`config.mk`:
```
export PLATFORM = sky130hd
export DESIGN_NAME = axi_chan_fifo_slice_flat
export DESIGN_NICKNAME = d
export VERILOG_FILES = /design/src/rtl/axi_chan_fifo_slice_if.sv /design/src/rtl/axi_chan_fifo_slice.sv /design/src/flat_wrapper.sv
export SDC_FILE = /design/constraint.sdc
export NUM_CORES = 1
export LEC_CHECK = 0
export ABC_AREA = 0
export BUFFER_PORTS_ARGS = -buffer_cell sky130_fd_sc_hd__buf_2
export CORE_MARGIN = 2
export CORE_UTILIZATION = 60
export DETAILED_ROUTE_END_ITERATION = 8
export PLACE_DENSITY = 0.86
export RECOVER_POWER = 100
export SYNTH_ARGS = -nofsm -noshare
export SYNTH_HDL_FRONTEND = slang
export SYNTH_SLANG_ARGS = --single-unit
```
`constraint.sdc`:
```
create_clock -name clk -period 10.3 [get_ports clk]
set_input_delay 1.03 -clock clk [delete_from_list [all_inputs] [get_ports clk]]
set_output_delay 1.03 -clock clk [all_outputs]
set_load 0.02 [all_outputs]
```
`src/rtl/axi_chan_fifo_slice_if.sv`:
```
// AXI4+ATOP port bundle (AW/W/B/AR/R) with flattened payload vectors.
// master drives requests and B/R ready; slave drives the responses and AW/W/AR ready.
interface axi_chan_fifo_slice_if #(
  parameter int ADDR_W = 32,
  parameter int DATA_W = 64,
  parameter int ID_W   = 4,
  parameter int USER_W = 1
);
  localparam int STRB_W = DATA_W / 8;
  localparam int AW_W   = ID_W + ADDR_W + USER_W + 35;
  localparam int W_W    = DATA_W + STRB_W + 1 + USER_W;
  localparam int B_W    = ID_W + 2 + USER_W;
  localparam int AR_W   = ID_W + ADDR_W + USER_W + 29;
  localparam int R_W    = ID_W + DATA_W + 3 + USER_W;

  logic            aw_valid;
  logic            aw_ready;
  logic [AW_W-1:0] aw_pld;
  logic            w_valid;
  logic            w_ready;
  logic [W_W-1:0]  w_pld;
  logic            b_valid;
  logic            b_ready;
  logic [B_W-1:0]  b_pld;
  logic            ar_valid;
  logic            ar_ready;
  logic [AR_W-1:0] ar_pld;
  logic            r_valid;
  logic            r_ready;
  logic [R_W-1:0]  r_pld;

  modport master (
    output aw_valid, aw_pld, input aw_ready,
    output w_valid, w_pld, input w_ready,
    input b_valid, b_pld, output b_ready,
    output ar_valid, ar_pld, input ar_ready,
    input r_valid, r_pld, output r_ready
  );

  modport slave (
    input aw_valid, aw_pld, output aw_ready,
    input w_valid, w_pld, output w_ready,
    output b_valid, b_pld, input b_ready,
    input ar_valid, ar_pld, output ar_ready,
    output r_valid, r_pld, input r_ready
  );
endinterface

```
`src/rtl/axi_chan_fifo_slice.sv`:
```
// Per-channel AXI4+ATOP FIFO slice; depth 0 on a channel gives a combinational pass-through.
// Optional occupancy/outstanding-write statistics are built when AXI_SLICE_STATS_EN is defined.
module axi_chan_fifo_slice_fifo #(
  parameter int W = 8,
  parameter int D = 2,
  localparam int LW = (D == 0) ? 1 : $clog2(D + 1)
) (
  input  logic         clk,
  input  logic         rst,
  input  logic         in_valid,
  output logic         in_ready,
  input  logic [W-1:0] in_pld,
  output logic         out_valid,
  input  logic         out_ready,
  output logic [W-1:0] out_pld
`ifdef AXI_SLICE_STATS_EN
  ,
  output logic [LW-1:0] lvl
`endif
);
  generate
    if (D == 0) begin : g_pass
      logic unused_ok;
      assign unused_ok = ^{clk, rst};
      assign out_valid = in_valid;
      assign in_ready  = out_ready;
      assign out_pld   = in_pld;
`ifdef AXI_SLICE_STATS_EN
      assign lvl = '0;
`endif
    end else begin : g_fifo
      localparam int PW    = (D > 1) ? $clog2(D) : 1;
      localparam int MEM_N = (D < 2) ? 2 : D;

      logic [W-1:0]  mem_reg [MEM_N];
      logic [PW-1:0] wr_ptr_reg, wr_ptr_next;
      logic [PW-1:0] rd_ptr_reg, rd_ptr_next;
      logic [LW-1:0] count_reg, count_next;
      logic          in_ready_reg;
      logic          push;
      logic          pop;

      assign in_ready  = in_ready_reg;
      assign out_valid = (count_reg != '0);
      assign out_pld   = mem_reg[rd_ptr_reg];
      assign push      = in_valid & in_ready_reg;
      assign pop       = out_valid & out_ready;
`ifdef AXI_SLICE_STATS_EN
      assign lvl = count_reg;
`endif

      // Explicit wrap so non-power-of-2 depths work.
      always_comb begin
        wr_ptr_next = wr_ptr_reg;
        rd_ptr_next = rd_ptr_reg;
        count_next  = count_reg;
        if (push) wr_ptr_next = (wr_ptr_reg == PW'(D - 1)) ? '0 : wr_ptr_reg + PW'(1);
        if (pop)  rd_ptr_next = (rd_ptr_reg == PW'(D - 1)) ? '0 : rd_ptr_reg + PW'(1);
        case ({push, pop})
          2'b10:   count_next = count_reg + LW'(1);
          2'b01:   count_next = count_reg - LW'(1);
          default: count_next = count_reg;
        endcase
      end

      // Ready is registered from the next count, so a pop in a full cycle shows up one cycle later.
      always_ff @(posedge clk) begin
        if (rst) begin
          wr_ptr_reg   <= '0;
          rd_ptr_reg   <= '0;
          count_reg    <= '0;
          in_ready_reg <= 1'b0;
        end else begin
          wr_ptr_reg   <= wr_ptr_next;
          rd_ptr_reg   <= rd_ptr_next;
          count_reg    <= count_next;
          in_ready_reg <= (count_next != LW'(D));
        end
      end

      always_ff @(posedge clk) begin
        if (push) mem_reg[wr_ptr_reg] <= in_pld;
      end
    end
  endgenerate
endmodule

module axi_chan_fifo_slice #(
  parameter int ADDR_W   = 32,
  parameter int DATA_W   = 64,
  parameter int ID_W     = 4,
  parameter int USER_W   = 1,
  parameter int AW_DEPTH = 2,
  parameter int W_DEPTH  = 4,
  parameter int B_DEPTH  = 2,
  parameter int AR_DEPTH = 2,
  parameter int R_DEPTH  = 4,
  localparam int AW_LW = (AW_DEPTH == 0) ? 1 : $clog2(AW_DEPTH + 1),
  localparam int W_LW  = (W_DEPTH == 0) ? 1 : $clog2(W_DEPTH + 1),
  localparam int B_LW  = (B_DEPTH == 0) ? 1 : $clog2(B_DEPTH + 1),
  localparam int AR_LW = (AR_DEPTH == 0) ? 1 : $clog2(AR_DEPTH + 1),
  localparam int R_LW  = (R_DEPTH == 0) ? 1 : $clog2(R_DEPTH + 1)
) (
  input logic                  clk,
  input logic                  rst,
  axi_chan_fifo_slice_if.slave  s_bus,
  axi_chan_fifo_slice_if.master m_bus
`ifdef AXI_SLICE_STATS_EN
  ,
  output logic [AW_LW-1:0] aw_lvl,
  output logic [W_LW-1:0]  w_lvl,
  output logic [B_LW-1:0]  b_lvl,
  output logic [AR_LW-1:0] ar_lvl,
  output logic [R_LW-1:0]  r_lvl,
  output logic [7:0]       wr_outstanding
`endif
);
  localparam int STRB_W = DATA_W / 8;
  localparam int AW_W   = ID_W + ADDR_W + USER_W + 35;
  localparam int W_W    = DATA_W + STRB_W + 1 + USER_W;
  localparam int B_W    = ID_W + 2 + USER_W;
  localparam int AR_W   = ID_W + ADDR_W + USER_W + 29;
  localparam int R_W    = ID_W + DATA_W + 3 + USER_W;

  axi_chan_fifo_slice_fifo #(.W(AW_W), .D(AW_DEPTH)) u_aw (
    .clk(clk), .rst(rst),
    .in_valid(s_bus.aw_valid), .in_ready(s_bus.aw_ready), .in_pld(s_bus.aw_pld),
    .out_valid(m_bus.aw_valid), .out_ready(m_bus.aw_ready), .out_pld(m_bus.aw_pld)
`ifdef AXI_SLICE_STATS_EN
    , .lvl(aw_lvl)
`endif
  );

  axi_chan_fifo_slice_fifo #(.W(W_W), .D(W_DEPTH)) u_w (
    .clk(clk), .rst(rst),
    .in_valid(s_bus.w_valid), .in_ready(s_bus.w_ready), .in_pld(s_bus.w_pld),
    .out_valid(m_bus.w_valid), .out_ready(m_bus.w_ready), .out_pld(m_bus.w_pld)
`ifdef AXI_SLICE_STATS_EN
    , .lvl(w_lvl)
`endif
  );

  // Responses travel downstream-to-upstream.
  axi_chan_fifo_slice_fifo #(.W(B_W), .D(B_DEPTH)) u_b (
    .clk(clk), .rst(rst),
    .in_valid(m_bus.b_valid), .in_ready(m_bus.b_ready), .in_pld(m_bus.b_pld),
    .out_valid(s_bus.b_valid), .out_ready(s_bus.b_ready), .out_pld(s_bus.b_pld)
`ifdef AXI_SLICE_STATS_EN
    , .lvl(b_lvl)
`endif
  );

  axi_chan_fifo_slice_fifo #(.W(AR_W), .D(AR_DEPTH)) u_ar (
    .clk(clk), .rst(rst),
    .in_valid(s_bus.ar_valid), .in_ready(s_bus.ar_ready), .in_pld(s_bus.ar_pld),
    .out_valid(m_bus.ar_valid), .out_ready(m_bus.ar_ready), .out_pld(m_bus.ar_pld)
`ifdef AXI_SLICE_STATS_EN
    , .lvl(ar_lvl)
`endif
  );

  axi_chan_fifo_slice_fifo #(.W(R_W), .D(R_DEPTH)) u_r (
    .clk(clk), .rst(rst),
    .in_valid(m_bus.r_valid), .in_ready(m_bus.r_ready), .in_pld(m_bus.r_pld),
    .out_valid(s_bus.r_valid), .out_ready(s_bus.r_ready), .out_pld(s_bus.r_pld)
`ifdef AXI_SLICE_STATS_EN
    , .lvl(r_lvl)
`endif
  );

`ifdef AXI_SLICE_STATS_EN
  logic       wr_inc;
  logic       wr_dec;
  logic [7:0] wr_outstanding_reg;

  assign wr_inc         = s_bus.aw_valid & s_bus.aw_ready;
  assign wr_dec         = s_bus.b_valid & s_bus.b_ready;
  assign wr_outstanding = wr_outstanding_reg;

  // Saturating in both directions; a same-cycle inc and dec cancel.
  always_ff @(posedge clk) begin
    if (rst) begin
      wr_outstanding_reg <= '0;
    end else if (wr_inc && !wr_dec && wr_outstanding_reg != 8'hFF) begin
      wr_outstanding_reg <= wr_outstanding_reg + 8'd1;
    end else if (wr_dec && !wr_inc && wr_outstanding_reg != 8'h00) begin
      wr_outstanding_reg <= wr_outstanding_reg - 8'd1;
    end
  end
`endif
endmodule
```
`src/flat_wrapper.sv`:
```
// flat-port wrapper written by rule: the top's interface ports become plain ports
module axi_chan_fifo_slice_flat 
#(
  parameter int ADDR_W   = 32,
  parameter int DATA_W   = 64,
  parameter int ID_W     = 4,
  parameter int USER_W   = 1,
  parameter int AW_DEPTH = 2,
  parameter int W_DEPTH  = 4,
  parameter int B_DEPTH  = 2,
  parameter int AR_DEPTH = 2,
  parameter int R_DEPTH  = 4,
  localparam int AW_LW = (AW_DEPTH == 0) ? 1 : $clog2(AW_DEPTH + 1),
  localparam int W_LW  = (W_DEPTH == 0) ? 1 : $clog2(W_DEPTH + 1),
  localparam int B_LW  = (B_DEPTH == 0) ? 1 : $clog2(B_DEPTH + 1),
  localparam int AR_LW = (AR_DEPTH == 0) ? 1 : $clog2(AR_DEPTH + 1),
  localparam int R_LW  = (R_DEPTH == 0) ? 1 : $clog2(R_DEPTH + 1)
)
  (clk, rst, s_bus_aw_valid, s_bus_aw_pld, s_bus_aw_ready, s_bus_w_valid, s_bus_w_pld, s_bus_w_ready, s_bus_b_valid, s_bus_b_pld, s_bus_b_ready, s_bus_ar_valid, s_bus_ar_pld, s_bus_ar_ready, s_bus_r_valid, s_bus_r_pld, s_bus_r_ready, m_bus_aw_valid, m_bus_aw_pld, m_bus_aw_ready, m_bus_w_valid, m_bus_w_pld, m_bus_w_ready, m_bus_b_valid, m_bus_b_pld, m_bus_b_ready, m_bus_ar_valid, m_bus_ar_pld, m_bus_ar_ready, m_bus_r_valid, m_bus_r_pld, m_bus_r_ready);
  axi_chan_fifo_slice_if #(.ADDR_W(ADDR_W), .DATA_W(DATA_W), .ID_W(ID_W), .USER_W(USER_W)) s_bus_i ();
  axi_chan_fifo_slice_if #(.ADDR_W(ADDR_W), .DATA_W(DATA_W), .ID_W(ID_W), .USER_W(USER_W)) m_bus_i ();
  input logic clk;
  input logic rst;
  input wire logic [$bits(s_bus_i.aw_valid)-1:0] s_bus_aw_valid;
  input wire logic [$bits(s_bus_i.aw_pld)-1:0] s_bus_aw_pld;
  output wire logic [$bits(s_bus_i.aw_ready)-1:0] s_bus_aw_ready;
  input wire logic [$bits(s_bus_i.w_valid)-1:0] s_bus_w_valid;
  input wire logic [$bits(s_bus_i.w_pld)-1:0] s_bus_w_pld;
  output wire logic [$bits(s_bus_i.w_ready)-1:0] s_bus_w_ready;
  output wire logic [$bits(s_bus_i.b_valid)-1:0] s_bus_b_valid;
  output wire logic [$bits(s_bus_i.b_pld)-1:0] s_bus_b_pld;
  input wire logic [$bits(s_bus_i.b_ready)-1:0] s_bus_b_ready;
  input wire logic [$bits(s_bus_i.ar_valid)-1:0] s_bus_ar_valid;
  input wire logic [$bits(s_bus_i.ar_pld)-1:0] s_bus_ar_pld;
  output wire logic [$bits(s_bus_i.ar_ready)-1:0] s_bus_ar_ready;
  output wire logic [$bits(s_bus_i.r_valid)-1:0] s_bus_r_valid;
  output wire logic [$bits(s_bus_i.r_pld)-1:0] s_bus_r_pld;
  input wire logic [$bits(s_bus_i.r_ready)-1:0] s_bus_r_ready;
  output wire logic [$bits(m_bus_i.aw_valid)-1:0] m_bus_aw_valid;
  output wire logic [$bits(m_bus_i.aw_pld)-1:0] m_bus_aw_pld;
  input wire logic [$bits(m_bus_i.aw_ready)-1:0] m_bus_aw_ready;
  output wire logic [$bits(m_bus_i.w_valid)-1:0] m_bus_w_valid;
  output wire logic [$bits(m_bus_i.w_pld)-1:0] m_bus_w_pld;
  input wire logic [$bits(m_bus_i.w_ready)-1:0] m_bus_w_ready;
  input wire logic [$bits(m_bus_i.b_valid)-1:0] m_bus_b_valid;
  input wire logic [$bits(m_bus_i.b_pld)-1:0] m_bus_b_pld;
  output wire logic [$bits(m_bus_i.b_ready)-1:0] m_bus_b_ready;
  output wire logic [$bits(m_bus_i.ar_valid)-1:0] m_bus_ar_valid;
  output wire logic [$bits(m_bus_i.ar_pld)-1:0] m_bus_ar_pld;
  input wire logic [$bits(m_bus_i.ar_ready)-1:0] m_bus_ar_ready;
  input wire logic [$bits(m_bus_i.r_valid)-1:0] m_bus_r_valid;
  input wire logic [$bits(m_bus_i.r_pld)-1:0] m_bus_r_pld;
  output wire logic [$bits(m_bus_i.r_ready)-1:0] m_bus_r_ready;
  assign s_bus_i.aw_valid = s_bus_aw_valid;
  assign s_bus_i.aw_pld = s_bus_aw_pld;
  assign s_bus_aw_ready = s_bus_i.aw_ready;
  assign s_bus_i.w_valid = s_bus_w_valid;
  assign s_bus_i.w_pld = s_bus_w_pld;
  assign s_bus_w_ready = s_bus_i.w_ready;
  assign s_bus_b_valid = s_bus_i.b_valid;
  assign s_bus_b_pld = s_bus_i.b_pld;
  assign s_bus_i.b_ready = s_bus_b_ready;
  assign s_bus_i.ar_valid = s_bus_ar_valid;
  assign s_bus_i.ar_pld = s_bus_ar_pld;
  assign s_bus_ar_ready = s_bus_i.ar_ready;
  assign s_bus_r_valid = s_bus_i.r_valid;
  assign s_bus_r_pld = s_bus_i.r_pld;
  assign s_bus_i.r_ready = s_bus_r_ready;
  assign m_bus_aw_valid = m_bus_i.aw_valid;
  assign m_bus_aw_pld = m_bus_i.aw_pld;
  assign m_bus_i.aw_ready = m_bus_aw_ready;
  assign m_bus_w_valid = m_bus_i.w_valid;
  assign m_bus_w_pld = m_bus_i.w_pld;
  assign m_bus_i.w_ready = m_bus_w_ready;
  assign m_bus_i.b_valid = m_bus_b_valid;
  assign m_bus_i.b_pld = m_bus_b_pld;
  assign m_bus_b_ready = m_bus_i.b_ready;
  assign m_bus_ar_valid = m_bus_i.ar_valid;
  assign m_bus_ar_pld = m_bus_i.ar_pld;
  assign m_bus_i.ar_ready = m_bus_ar_ready;
  assign m_bus_i.r_valid = m_bus_r_valid;
  assign m_bus_i.r_pld = m_bus_r_pld;
  assign m_bus_r_ready = m_bus_i.r_ready;
  axi_chan_fifo_slice #(.ADDR_W(ADDR_W), .DATA_W(DATA_W), .ID_W(ID_W), .USER_W(USER_W), .AW_DEPTH(AW_DEPTH), .W_DEPTH(W_DEPTH), .B_DEPTH(B_DEPTH), .AR_DEPTH(AR_DEPTH), .R_DEPTH(R_DEPTH)) u_core (.clk(clk), .rst(rst), .s_bus(s_bus_i), .m_bus(m_bus_i));
endmodule
```
==> metrics, run 1 <==
vias per cell 5.843; max reg flops 296; cts bufs inserted 88; Crit Path Category flip-flop to output port; simple-gate portion of the synthesized area 0.01053; fin crit share 0.5628; Worst Path Required 9.27 ns; first-pass GRT wire length 110700 um; Adder-Cell Fraction of Synth Area 0.006796; Tmin final 5.797 ns; area grow syn2layout 17.83%; async set or reset register ratio after synthesis 0; Post-CTS Setup Bufs 0; sequential area share after synthesis 0.8059; final-report setup violation count 0; row count 86; Least-Margin Pin Slew 4.919 ns; Post-Route WL 78170 um; sum of negative setup slack 0 ns; top cell type's share of synthesized area 0.7832; Synth Instances 1406; largest family of logic cells by synthesized area multiplexers; Nets 2384; fillers 3374; First-pass DRT Iterations 5; root buf cell clkbuf_16; # DRC 0; CP Launch Type flip-flop; via count 16.93k; H-tree levels 3; critical path peak fanout 72; hpwl dp 47670 um; Cell variety after synth 33; synthesized cell area 0.03351 mm^2; gr usage total 0.2656; starting density of the core 0.6070; DRT antenna net count 0; crit-path cells clkbuf_1 > mux4_2 > clkbuf_1; largest net degree at the start of global routing 75; vias in the first global route 17.92k; hold_ws 0.4976 ns; number of buffers inserted by hold repair at cts 0; status finished, violations left; Port Buf Inserts 603; ratio of cells with drive above 1 in the final layout 0.2132; Leak Pwr 12.68 nW; antenna violations before repair 22; Slew HR -2.279; Overflow after GRT 0; worst skew pair latency 0.63 ns; Worst-path clk slew 0.06 ns; post-synthesis mux area share 0.1552; Hold Crit Class flip-flop to flip-flop; fin. max-slew vios 1155; area leader, netlist edfxtp_1; Die ar. 0.05775 mm^2; CTS tree yes; I/O Pins 604; Slowest cell on crit path clkbuf_1; Synth Net Count 1726; failing checks capacitance limit, slew limit; Synth Area per Inst 23.83 um^2; RSZ-0062 raised after global routing no; post_cts resized 0; CP dominant cell by count clkbuf_1; wire per inst 26.98 um; chip height 240.3 um; most common flop cell mapped by yosys edfxtp_1; clk_skew 0.02454 ns; Sink Count 912; deepest clock path buffer count 3; Arr. time, crit path 4.77 ns; Ys Warns 0; Core Region 0.05520 mm^2; maximum vdd drop 198.9 uV; max incr delay on CP 2.72 ns; XOR/XNOR share of the synthesized area 0.003921; flops & latches, synth 912; Crit. End Element output port; Post-synth EDFFs 874; total of max-cap violations 17; Max Clk Rate 172.5 MHz; Iteration-0 DRC Markers 1131; Final Hold Viols 0; PD cells 249.4 mW/mm^2; synth top area cells edfxtp_1, mux4_2, mux4_1; Die W 240.3 um; routability cong. 0.8153; compound-cell area share of the yosys netlist 0.005750
## area by class of cell
class                           count  area [um^2]  share of cell area
Sequential cell                   912        27020              0.6843
Inverter                           13        48.80            0.001236
Timing Repair Buffer              620         2461             0.06234
Antenna cell                       15        37.54           0.0009507
Tap cell                          748        935.9             0.02370
Multi-Input combinational cell    429         6133              0.1553
Clock buffer                      112         2333             0.05910
Clock inverter                     48        515.5             0.01306
## final timing paths
check,startpoint,to,slack (ns),cells past startpoint
hold / removal,u_core.u_w.g_fifo.wr_ptr_reg[1],u_core.u_w.g_fifo.wr_ptr_reg[1],0.50,2
setup / recovery,flip-flop,s_bus_r_pld[4],4.50,3
hold reg to reg,u_core.u_w.g_fifo.wr_ptr_reg[1],u_core.u_w.g_fifo.wr_ptr_reg[1],0.50,2
setup reg to reg,u_core.u_w.g_fifo.wr_ptr_reg[0],u_core.u_w.g_fifo.mem_reg[3][34],5.49,3
## power by group
part | switching, mW | total [mW] | internal (mW)
Sequential | 0.180 | 4.65 | 4.47
Combinational | 1.29 | 2.03 | 0.745
Clock | 1.33 | 3.17 | 1.84
Total | 2.80 | 9.85 | 7.05
## critical path, delay by kind of cell (launching register included)
kind                   cells  cell delay, ns
multiplexers               1            0.71
flip-flops                 1            0.31
buffers and inverters      2            3.07
## layout by cell type, fill, tap and decap left out, types with 16 or more instances in the layout
cell	count
clkbuf_16	89
mux4_1	64
clkinv_1	19
edfxtp_1	874
mux4_2	82
clkbuf_1	536
buf_2	101
dfxtp_1	34
nor2_1	27
mux2_2	129
mux2_1	16
## synthesized netlist by cell type (all sizes together), types with 3 or more instances
library cell / n
inv: 13
o21a: 3
or2: 3
dfxtp: 38
nor2: 29
a21oi: 11
nor2b: 4
mux2: 145
and3: 11
nand2: 10
xnor2: 6
buf: 45
ha: 15
edfxtp: 874
mux2i: 4
clkbuf: 7
or3: 9
xor2: 9
mux4: 146
o21ai: 5
## through the flow
stage               total power [mW]  instances    util  setup slack (ns)  area (um^2)
floorplan                      6.048       1406       -             5.654        33510
global placement               6.688       2722  0.6760             6.790        37310
detailed placement             6.769       2722  0.6760             6.774        37310
CTS                            9.956       2882  0.7276             6.062        40160
global route                   10.18       2895  0.7152             4.025        39480
finish                         9.847       2897  0.7152             4.503        39480
## cell families after synthesis
logic type | after synthesis
AO/OA/AOI/OAI | 30
adder cells (fa/ha/maj) | 17
AND/OR/NAND/NOR | 72
multiplexers | 295
buffers and inverters | 65
XOR/XNOR | 15
flip-flops | 912
## metal layers
metal / global-route usage / share of wire
met3: 0.07313 / 0.082
met4: 0.1261 / 0.048
met5: 0 / 0.00056
met2: 0.4803 / 0.54
met1: 0.2887 / 0.33
Power figures use the tool's default switching activity.
==> run 2: changes to the inputs <==
--- a/config.mk
+++ b/config.mk
@@ -8,9 +8,9 @@
 export ABC_AREA = 0
 export BUFFER_PORTS_ARGS = -buffer_cell sky130_fd_sc_hd__buf_2
 export CORE_MARGIN = 2
-export CORE_UTILIZATION = 60
+export CORE_UTILIZATION = 50
 export DETAILED_ROUTE_END_ITERATION = 8
-export PLACE_DENSITY = 0.86
+export PLACE_DENSITY = 0.77
 export RECOVER_POWER = 100
 export SYNTH_ARGS = -nofsm -noshare
 export SYNTH_HDL_FRONTEND = slang
==> constraint.sdc (replaced) <==
create_clock -name clk -period 5.2 [get_ports clk]
set_input_delay 0.52 -clock clk [delete_from_list [all_inputs] [get_ports clk]]
set_output_delay 0.52 -clock clk [all_outputs]
set_load 0.02 [all_outputs]
==> metrics, run 2 (same netlist as run 1, synthesis figures left out) <==
Core Region 0.06610 mm^2; row count 94; Least-Margin Pin Slew 3.051 ns; Final Hold Viols 0; CP delay by family, top flip-flops; Crit. End Element output port; Sink Count 912; Worst-path clk slew 0.06 ns; wire per inst 23.91 um; cts bufs inserted 89; critical path peak fanout 43; fillers 4873; Post-CTS Setup Bufs 0; area grow syn2layout 18.44%; First-pass DRT Iterations 5; largest net degree at the start of global routing 65; final core occ 0.6004; post_cts resized 0; final-report setup violation count 0; Net Sw Frac 0.2813; CTS tree yes; antenna violations before repair 17; first-pass GRT wire length 106600 um; worst skew pair latency 0.63 ns; root buf cell clkbuf_16; Slew HR -1.042; Die W 262.9 um; ratio of cells with drive above 1 in the final layout 0.2219; clk_skew 0.02261 ns; Crit Path Category flip-flop to output port; vias per cell 5.492; PD cells 487.9 mW/mm^2; max reg flops 296; I/O Pins 604; clock share of power 0.329; hpwl dp 47970 um; Worst Path Required 4.68 ns; placed insts 2841; most common cell after layout, fill and taps aside edfxtp_1; vias in the first global route 17.45k; fin. max-slew vios 665; max incr delay on CP 1.61 ns; total of max-cap violations 16; H-tree levels 3; Arr. time, crit path 3.44 ns; failing checks capacitance limit, slew limit; sum of negative setup slack 0 ns; WP buf/inv 2; maximum vdd drop 348.3 uV; crit-path cells buf_4 > mux2_2 > clkbuf_1; Iteration-0 DRC Markers 1246; Max Clk Rate 252.4 MHz; via count 16.53k; Die ar. 0.06910 mm^2; fin crit share 0.7618; sequential share of power 0.474; Hold Crit Class input pin to flip-flop; gr usage total 0.2044; hold_ws 0.07406 ns; Leak Pwr 12.76 nW; DRT antenna net count 0; commonest cells after routing, fill and taps aside edfxtp_1, clkbuf_1, mux2_2; Slowest cell on crit path dfxtp_1; routability cong. 0.8452; Post-Route WL 71970 um; number of buffers inserted by hold repair at cts 0; Pint 13.92 mW; Net Sw Power 5.447 mW; status finished, violations left; Nets 2388; # DRC 0; chip height 262.9 um; Port Buf Inserts 603; deepest clock path buffer count 3; RSZ-0062 raised after global routing no; starting density of the core 0.5069; part of the power in combinational logic 0.197; Non-Filler Instances 3010; CP Launch Type flip-flop; Tmin final 3.961 ns; Overflow after GRT 0; Tot Pwr 19.36 mW
## run 2: cell count changes in the layout (fill, tap and decap cells not counted), sizes merged
cell	before	now
clkinvlp	1	6
clkbuf	627	616
bufinv	9	11
clkinv	36	39
inv	15	18
diode	15	10
## run 2: final timing paths
path / start / end / slack [ns] / cells after the start
max reg2reg: u_core.u_aw.in_ready / u_core.u_aw.g_fifo.mem_reg[0][54] / 1.40 / 3
min: s_bus_ar_pld[48] / u_core.u_ar.g_fifo.mem_reg[1][48] / 0.07 / 1
max: flip-flop / m_bus_aw_pld[29] / 1.24 / 3
min reg2reg: u_core.u_w.g_fifo.rd_ptr_reg[0] / flip-flop / 0.50 / 2
## run 2: stage by stage
step                instance area [um^2]  worst slack [ns]
floorplan                          33510             1.064
global placement                   37480             2.423
detailed placement                 37480             2.377
CTS                                40390             1.698
global route                       39690            0.9984
finish                             39690             1.239
## run 2: power groups by stage
| stage | registers (mW) | clock network, mW | logic, mW |
|---|---|---|---|
| 6_report | 9.19 | 6.37 | 3.81 |
| 5_1_grt | 9.26 | 6.81 | 4.03 |
| 4_1_cts | 9.18 | 6.52 | 4.07 |
| 3_5_place_dp | 9.33 | 0 | 4.04 |
| 3_3_place_gp | 9.29 | 0 | 3.97 |
| 2_1_floorplan | 9.08 | 0 | 2.90 |
## run 2: layout make-up
type / instances / area (um^2) / area share
sequential: 912 / 27010 / 0.6806
multi-input combinational: 429 / 6106 / 0.1538
timing repair buffer: 623 / 2504 / 0.06308
clock buffer: 98 / 2261 / 0.05697
tap: 864 / 1081 / 0.02724
clock inverter: 61 / 650.6 / 0.01639
inverter: 13 / 48.80 / 0.001230
antenna: 10 / 25.02 / 0.0006305
## run 2: routing by layer
metal,vias up,GRT usage,routed length (um)
met1,8503,0.2407,26470
met5,-,0,104
met4,14,0.07938,2460
met3,151,0.05294,4988
met2,638,0.3605,37950
li1,7224,-,-
